[src/rtl/cpu_pkg.sv]
// Shared datapath definitions for the CPU register file.
//   DATA_W   - register and data-port width
//   ADDR_W   - register address width
//   DEPTH    - number of architectural registers (2**ADDR_W)
//   REG_ZERO - address of the hardwired zero register
//   word_t   - one DATA_W-wide register value
package cpu_pkg;
    localparam int DATA_W = 32;
    localparam int ADDR_W = 5;
    localparam int DEPTH  = 2 ** ADDR_W;

    localparam logic [ADDR_W-1:0] REG_ZERO = 5'd0;

    typedef logic [DATA_W-1:0] word_t;
endpackage

[src/rtl/reg_files_if.sv]
// Register-file access bus: one write port and two read ports.
//   we             - write enable, active high
//   waddr, wdata   - write address / data (committed on the falling clock edge)
//   raddr1, raddr2 - read addresses
//   rdata1, rdata2 - combinational read data
// master drives addresses/write data; slave (the register file) drives read data.
interface reg_files_if;
    import cpu_pkg::*;

    logic              we;
    logic [ADDR_W-1:0] waddr;
    word_t             wdata;
    logic [ADDR_W-1:0] raddr1;
    logic [ADDR_W-1:0] raddr2;
    word_t             rdata1;
    word_t             rdata2;

    modport master (
        output we, waddr, wdata, raddr1, raddr2,
        input  rdata1, rdata2
    );

    modport slave (
        input  we, waddr, wdata, raddr1, raddr2,
        output rdata1, rdata2
    );
endinterface

[src/rtl/reg_cell.sv]
// One register of the file: a DATA_W flop with load enable, clocked on the
// falling edge so a write lands mid-cycle, with asynchronous active-low clear.
//   clk - clock (falling edge active)
//   rst - asynchronous clear, active low; dominates the load enable
//   en  - load enable
//   d   - load data
//   q   - stored value
module reg_cell
    import cpu_pkg::*;
(
    input  logic  clk,
    input  logic  rst,
    input  logic  en,
    input  word_t d,
    output word_t q
);

    always_ff @(negedge clk or negedge rst) begin
        if (!rst) begin
            q <= '0;
        end else if (en) begin
            q <= d;
        end
    end

endmodule

[src/rtl/reg_files.sv]
// 32 x 32-bit general-purpose register file for the single-cycle datapath.
// Two combinational read ports, one write port committed on the falling clock
// edge, register 0 hardwired to zero.
//   clk - clock; writes commit on its falling edge
//   rst - asynchronous active-low reset, clears every register
//   bus - reg_files_if slave: we/waddr/wdata, raddr1/raddr2 in; rdata1/rdata2 out
module reg_files
    import cpu_pkg::*;
(
    input  logic        clk,
    input  logic        rst,
    reg_files_if.slave  bus
);

    word_t regs [DEPTH];

    // Register 0 has no storage; its mux input is a constant zero.
    assign regs[0] = '0;

    // Each cell compares the write address against its own index, which
    // together form the one-hot write decoder.
    for (genvar i = 1; i < DEPTH; i++) begin : g_cell
        reg_cell u_cell (
            .clk (clk),
            .rst (rst),
            .en  (bus.we && (bus.waddr == ADDR_W'(i))),
            .d   (bus.wdata),
            .q   (regs[i])
        );
    end

    // No bypass of wdata: a same-address read sees the new value only once
    // the falling edge has committed it.
    assign bus.rdata1 = (bus.raddr1 == REG_ZERO) ? '0 : regs[bus.raddr1];
    assign bus.rdata2 = (bus.raddr2 == REG_ZERO) ? '0 : regs[bus.raddr2];

endmodule

[src/flat_wrapper.sv]
// flat-port wrapper written by rule: the top's interface ports become plain ports
module reg_files_flat import cpu_pkg::*;
  (clk, rst, bus_we, bus_waddr, bus_wdata, bus_raddr1, bus_raddr2, bus_rdata1, bus_rdata2);
  reg_files_if bus_i ();
  input  logic clk;
  input  logic rst;
  input wire logic [$bits(bus_i.we)-1:0] bus_we;
  input wire logic [$bits(bus_i.waddr)-1:0] bus_waddr;
  input wire logic [$bits(bus_i.wdata)-1:0] bus_wdata;
  input wire logic [$bits(bus_i.raddr1)-1:0] bus_raddr1;
  input wire logic [$bits(bus_i.raddr2)-1:0] bus_raddr2;
  output wire logic [$bits(bus_i.rdata1)-1:0] bus_rdata1;
  output wire logic [$bits(bus_i.rdata2)-1:0] bus_rdata2;
  assign bus_i.we = bus_we;
  assign bus_i.waddr = bus_waddr;
  assign bus_i.wdata = bus_wdata;
  assign bus_i.raddr1 = bus_raddr1;
  assign bus_i.raddr2 = bus_raddr2;
  assign bus_rdata1 = bus_i.rdata1;
  assign bus_rdata2 = bus_i.rdata2;
  reg_files u_core (.clk(clk), .rst(rst), .bus(bus_i));
endmodule
[config.mk]
export PLATFORM = sky130hd
export DESIGN_NAME = reg_files_flat
export DESIGN_NICKNAME = d
export VERILOG_FILES = /design/src/rtl/cpu_pkg.sv /design/src/rtl/reg_files_if.sv /design/src/rtl/reg_cell.sv /design/src/rtl/reg_files.sv /design/src/flat_wrapper.sv
export SDC_FILE = /design/constraint.sdc
export NUM_CORES = 2
export LEC_CHECK = 0
export ABC_AREA = 1
export CORE_MARGIN = 8
export CORE_UTILIZATION = 40
export DETAILED_ROUTE_END_ITERATION = 6
export GPL_TIMING_DRIVEN = 1
export PLACE_DENSITY = 0.6
export SETUP_SLACK_MARGIN = 0.3
export SLEW_MARGIN = 20
export SYNTH_ARGS = -nofsm -noshare
export SYNTH_HDL_FRONTEND = slang
export SYNTH_SLANG_ARGS = --single-unit
export TNS_END_PERCENT = 100
[constraint.sdc]
create_clock -name clk -period 4.2 [get_ports clk]
set_clock_uncertainty 0.15 [all_clocks]
set_input_delay 0.63 -clock clk [delete_from_list [all_inputs] [get_ports clk]]
set_output_delay 0.63 -clock clk [all_outputs]
set_load 0.01 [all_outputs]
Word level (Yosys, flattened, before mapping)

Cells that the tools add are included.

Equal/unequal tests: 31
Reduce and logical (&&, ||, !) cells: 33
Bitwise logic cells: 2
Mux-type cells: 8
$lt $le $gt $ge: 2

Operators by type and width:

| operator                                                         | count |
|---|---|
| 32-bit binary-select mux with 5-bit select                       | 2 |
| 32-bit two-way mux                                               | 6 |
| 5-bit == test (second input constant)                            | 16 |
| 5-bit by 4-bit == test with 1-bit output (second input constant) | 8 |
| 1-bit logical AND                                                | 31 |
| 5-bit by 3-bit == test with 1-bit output (second input constant) | 4 |
| 6-bit greater-or-equal comparator (second input constant)        | 2 |
| 5-bit inverter with 6-bit output                                 | 2 |
| 5-bit by 2-bit == test with 1-bit output (second input constant) | 2 |
| 5-bit logical NOT                                                | 2 |
| 5-bit by 1-bit == test with 1-bit output (second input constant) | 1 |

Output and inout port bits: 64
Bits of input ports: 50
Word-level logic and storage cells: 107
Bits in registers: 992

Depth between registers and ports, before layout

Depth after elaboration: 5
Gate-level depth with buffers: 14

By module

Synthesis repeated with hierarchy kept, for this count alone.

Cell total of the unflattened synthesis: 9789
Area total of the unflattened synthesis: 63214.4 um^2

By module, submodules not included:

| module    | cells an instance | instances | area an instance (um^2) | seq. area each (um^2) |
|---|---|---|---|---|
| reg_cell  | 136               | 31        | 1292.5                  | 800.8 |
| reg_files | 5573              | 1         | 23147.2                 | 0.0 |

==> metrics <==
Max VDD drop=349.7 uV; Total GRT Usage=28.62%; DP Area=65520 um2; TritonCTS Buffers=114; Adder-Cell Fraction of Synth Area=0%; max-slew violation count=0; Top reg by flops=u_core.g_cell.u_cell.q; global-route wire length before repair=351000 um; Mapped Area=57880 um2; DRT Wirelength=236800 um; metal3 WL=25950 um; largest net degree at the start of global routing=126; Netlist cell types=21; Setup CP Type=flop to output port; worst reg2reg startpoint=u_core.g_cell[5].u_cell.q[1]; Mean Syn Cell Area=6.526 um2; XOR/XNOR Fraction of Synth Area=0%; max FFs per register=992; Min-Delay Path Class=flop to flop; post-route setup slack=-722.2 ps; GR Overflow Total=0; EDFF count, synth=0; R2R setup slack=3040 ps; simple-gate share of the synthesized area=36.29%; drt first pass iters=6; Setup crit start kind=flop; nets@finish=9159; FF-to-FF End=u_core.g_cell[5].u_cell.q[1]; Final Hold Fails=0; CTS tree=built; synth top area cells=dfrtn_1 (43%), nand2_1 (25%), nand3_1 (10%); area fraction of the dominant cell type after synthesis=42.89%; CP endpoint=bus_rdata1[26]; Syn. warnings=0; Pwr Density=429.1 nW/um2; Cells after Synth=8869; violated checks=negative setup slack; via-per-instance ratio=5.474; WHS=279.2 ps; initial antenna violation count=4; GP Congestion=0.8559; complex-gate fraction of the synthesized area=10.24%; largest family of logic cells by synthesized area=simple AND/OR/NAND/NOR gates; actual slew at the worst max-slew pin=975.6 ps; Final Instance Count excl. Fillers=11111; Root Driver=clkbuf_16; CP Max Fanout=2; clk slew on worst S/H paths=50 ps; CORE AREA=143700 um2; Clock Tree Buf Depth=3; biggest regs=u_core.g_cell.u_cell.q x992; dpl hpwl=135700 um; setup TNS=-37840 ps; die extent in y=396.4 um; met2 WL post-DR=101800 um; Yosys top cell by area=dfrtn_1; Inst Count DP=10786; worst-skew pair later-pin latency=670 ps; Worst Reg-to-Reg Cells=5; RSZ-0062 raised after global routing=yes; DR vias=60825; Max-Cap Viols=0; die width=396.4 um; layout cells sized above 1=14.97%; Critical Path RT=3420 ps; syn_nets=8919; Worst Path Arrival=4140 ps; Site Rows=139; mux share of post-synthesis cell area=0%; CTS H-tree depth=3; Synth-to-Final Area Change=24.33%; Antenna Violating Nets Remaining=0; 1st-iter DRT viols=7511; vias in the first global route=56683; PortBufs=113; leakage=36.85 nW; I/O pin count=114; #FFs+latches synth=992; die area=157100 um2; setup violators final=64; DRC=0; worst setup path start=u_core.g_cell[23].u_cell.q[26]; CTS Sinks=992; part of the Yosys area used for sequential elements=42.89%; WL met1=99130 um; Power Total=30.88 mW; top sig layer=met4; per-cell routed wire length=21.31 um; Rel. slew slack=34.96%; most common flop cell mapped by yosys=dfrtn_1; final instance area=71970 um2; CP Capture Type=output port; outcome=finished, violations left; Async SR Flop Fraction=100.0%; starting density of the core=40.29%
-- worst min-delay path by stage --
stage	depth (start not counted)	end	from	slack, ps
floorplan	2	u_core.g_cell[10].u_cell.q[0]	u_core.g_cell[10].u_cell.q[0]	260
global placement	2	u_core.g_cell[15].u_cell.q[5]	u_core.g_cell[15].u_cell.q[5]	280
detailed placement	2	u_core.g_cell[3].u_cell.q[20]	u_core.g_cell[3].u_cell.q[20]	280
CTS	2	u_core.g_cell[3].u_cell.q[20]	u_core.g_cell[3].u_cell.q[20]	280
global route	2	u_core.g_cell[2].u_cell.q[31]	u_core.g_cell[2].u_cell.q[31]	290
finish	2	u_core.g_cell[10].u_cell.q[8]	u_core.g_cell[10].u_cell.q[8]	280
-- per-layer routing --
metal  vias to the layer above  GRT usage, %
li1                      28206             -
met5                         -             0
met4                         0         11.69
met3                       620         5.450
met1                     28623         39.68
met2                      3376         43.98
-- layout by cell type, fill, tap and decap left out, types with 28 or more instances in the layout --
cell type        synthesis  layout
a21oi_1                164     157
buf_12                   0     198
buf_4                   30     481
buf_6                    6      75
clkbuf_1               408      31
clkbuf_16                0     127
clkdlybuf4s50_1          0      32
clkinv_2                 0      28
dfrtn_1                992     992
inv_1                  793     776
inv_2                   15      39
nand2_1               3844    3671
nand2_2                 21     142
nand2_4                  0      48
nand3_1               1152    1020
nand3_2                  6     132
nor2_1                 126     119
o21ai_0                886     865
o21ai_1                134     152
-- stage by stage --
| step | setup WS, ps | util [%] |
|---|---|---|
| global placement | -542.8 | 45.61 |
| detailed placement | -577.5 | 45.61 |
| global route | -788.6 | 50.10 |
| finish | -722.2 | 50.10 |
| floorplan | 280.3 | - |
| CTS | -712.7 | 48.95 |
-- repair_timing --
action,in CTS,in global routing
setup buffers,26,71
cloned,2,11
pin swaps,190,265
endpoints found under the setup margin,700,260
resized for setup,534,228
hold buffers,0,0
-- synth_stat cells (21+ instances only) --
| library cell | count |
|---|---|
| nor2_1 | 126 |
| a21oi_1 | 164 |
| nand2_1 | 3844 |
| buf_1 | 52 |
| buf_4 | 30 |
| nand3_1 | 1152 |
| o21ai_0 | 886 |
| o21ai_1 | 134 |
| dfrtn_1 | 992 |
| buf_2 | 194 |
| clkbuf_1 | 408 |
| clkinv_1 | 28 |
| nand2_2 | 21 |
| inv_1 | 793 |
-- cell type report --
type / instances / area [um2]
fill: 14233 / 71690
multi-input combinational: 6352 / 28500
timing repair buffer: 813 / 9221
inverter: 836 / 3184
clock inverter: 39 / 440.4
antenna: 1 / 2.502
sequential: 992 / 24820
clock buffer: 175 / 3416
tap: 1903 / 2381
-- power breakdown --
group          internal, mW  total (mW)  switching, mW
clock                  6.12        10.4           4.29
sequential             11.5        12.8           1.23
combinational          3.29        7.72           4.44
total                  20.9        30.9           9.96
-- worst max-delay path: stages (launching register included) --
cell     delay, ps
dfrtn_1        440
buf_6          110
inv_1           30
nand2_1         50
nand3_1         90
nand2_1         90
nand2_1         50
nand2_1         80
inv_1           40
nand2_1         60
nand2_2         60
nand2_4        120
buf_6          140
-- kinds of logic (layout without fill, tap and decap cells) --
logic type | Yosys count | count (layout)
and+or+nand+nor | 5167 | 5168
DFF | 992 | 992
buffers and inverters | 1526 | 1863
AOI/OAI and AO/OA | 1184 | 1184
other | 0 | 1
Power figures use the tool's default switching activity.
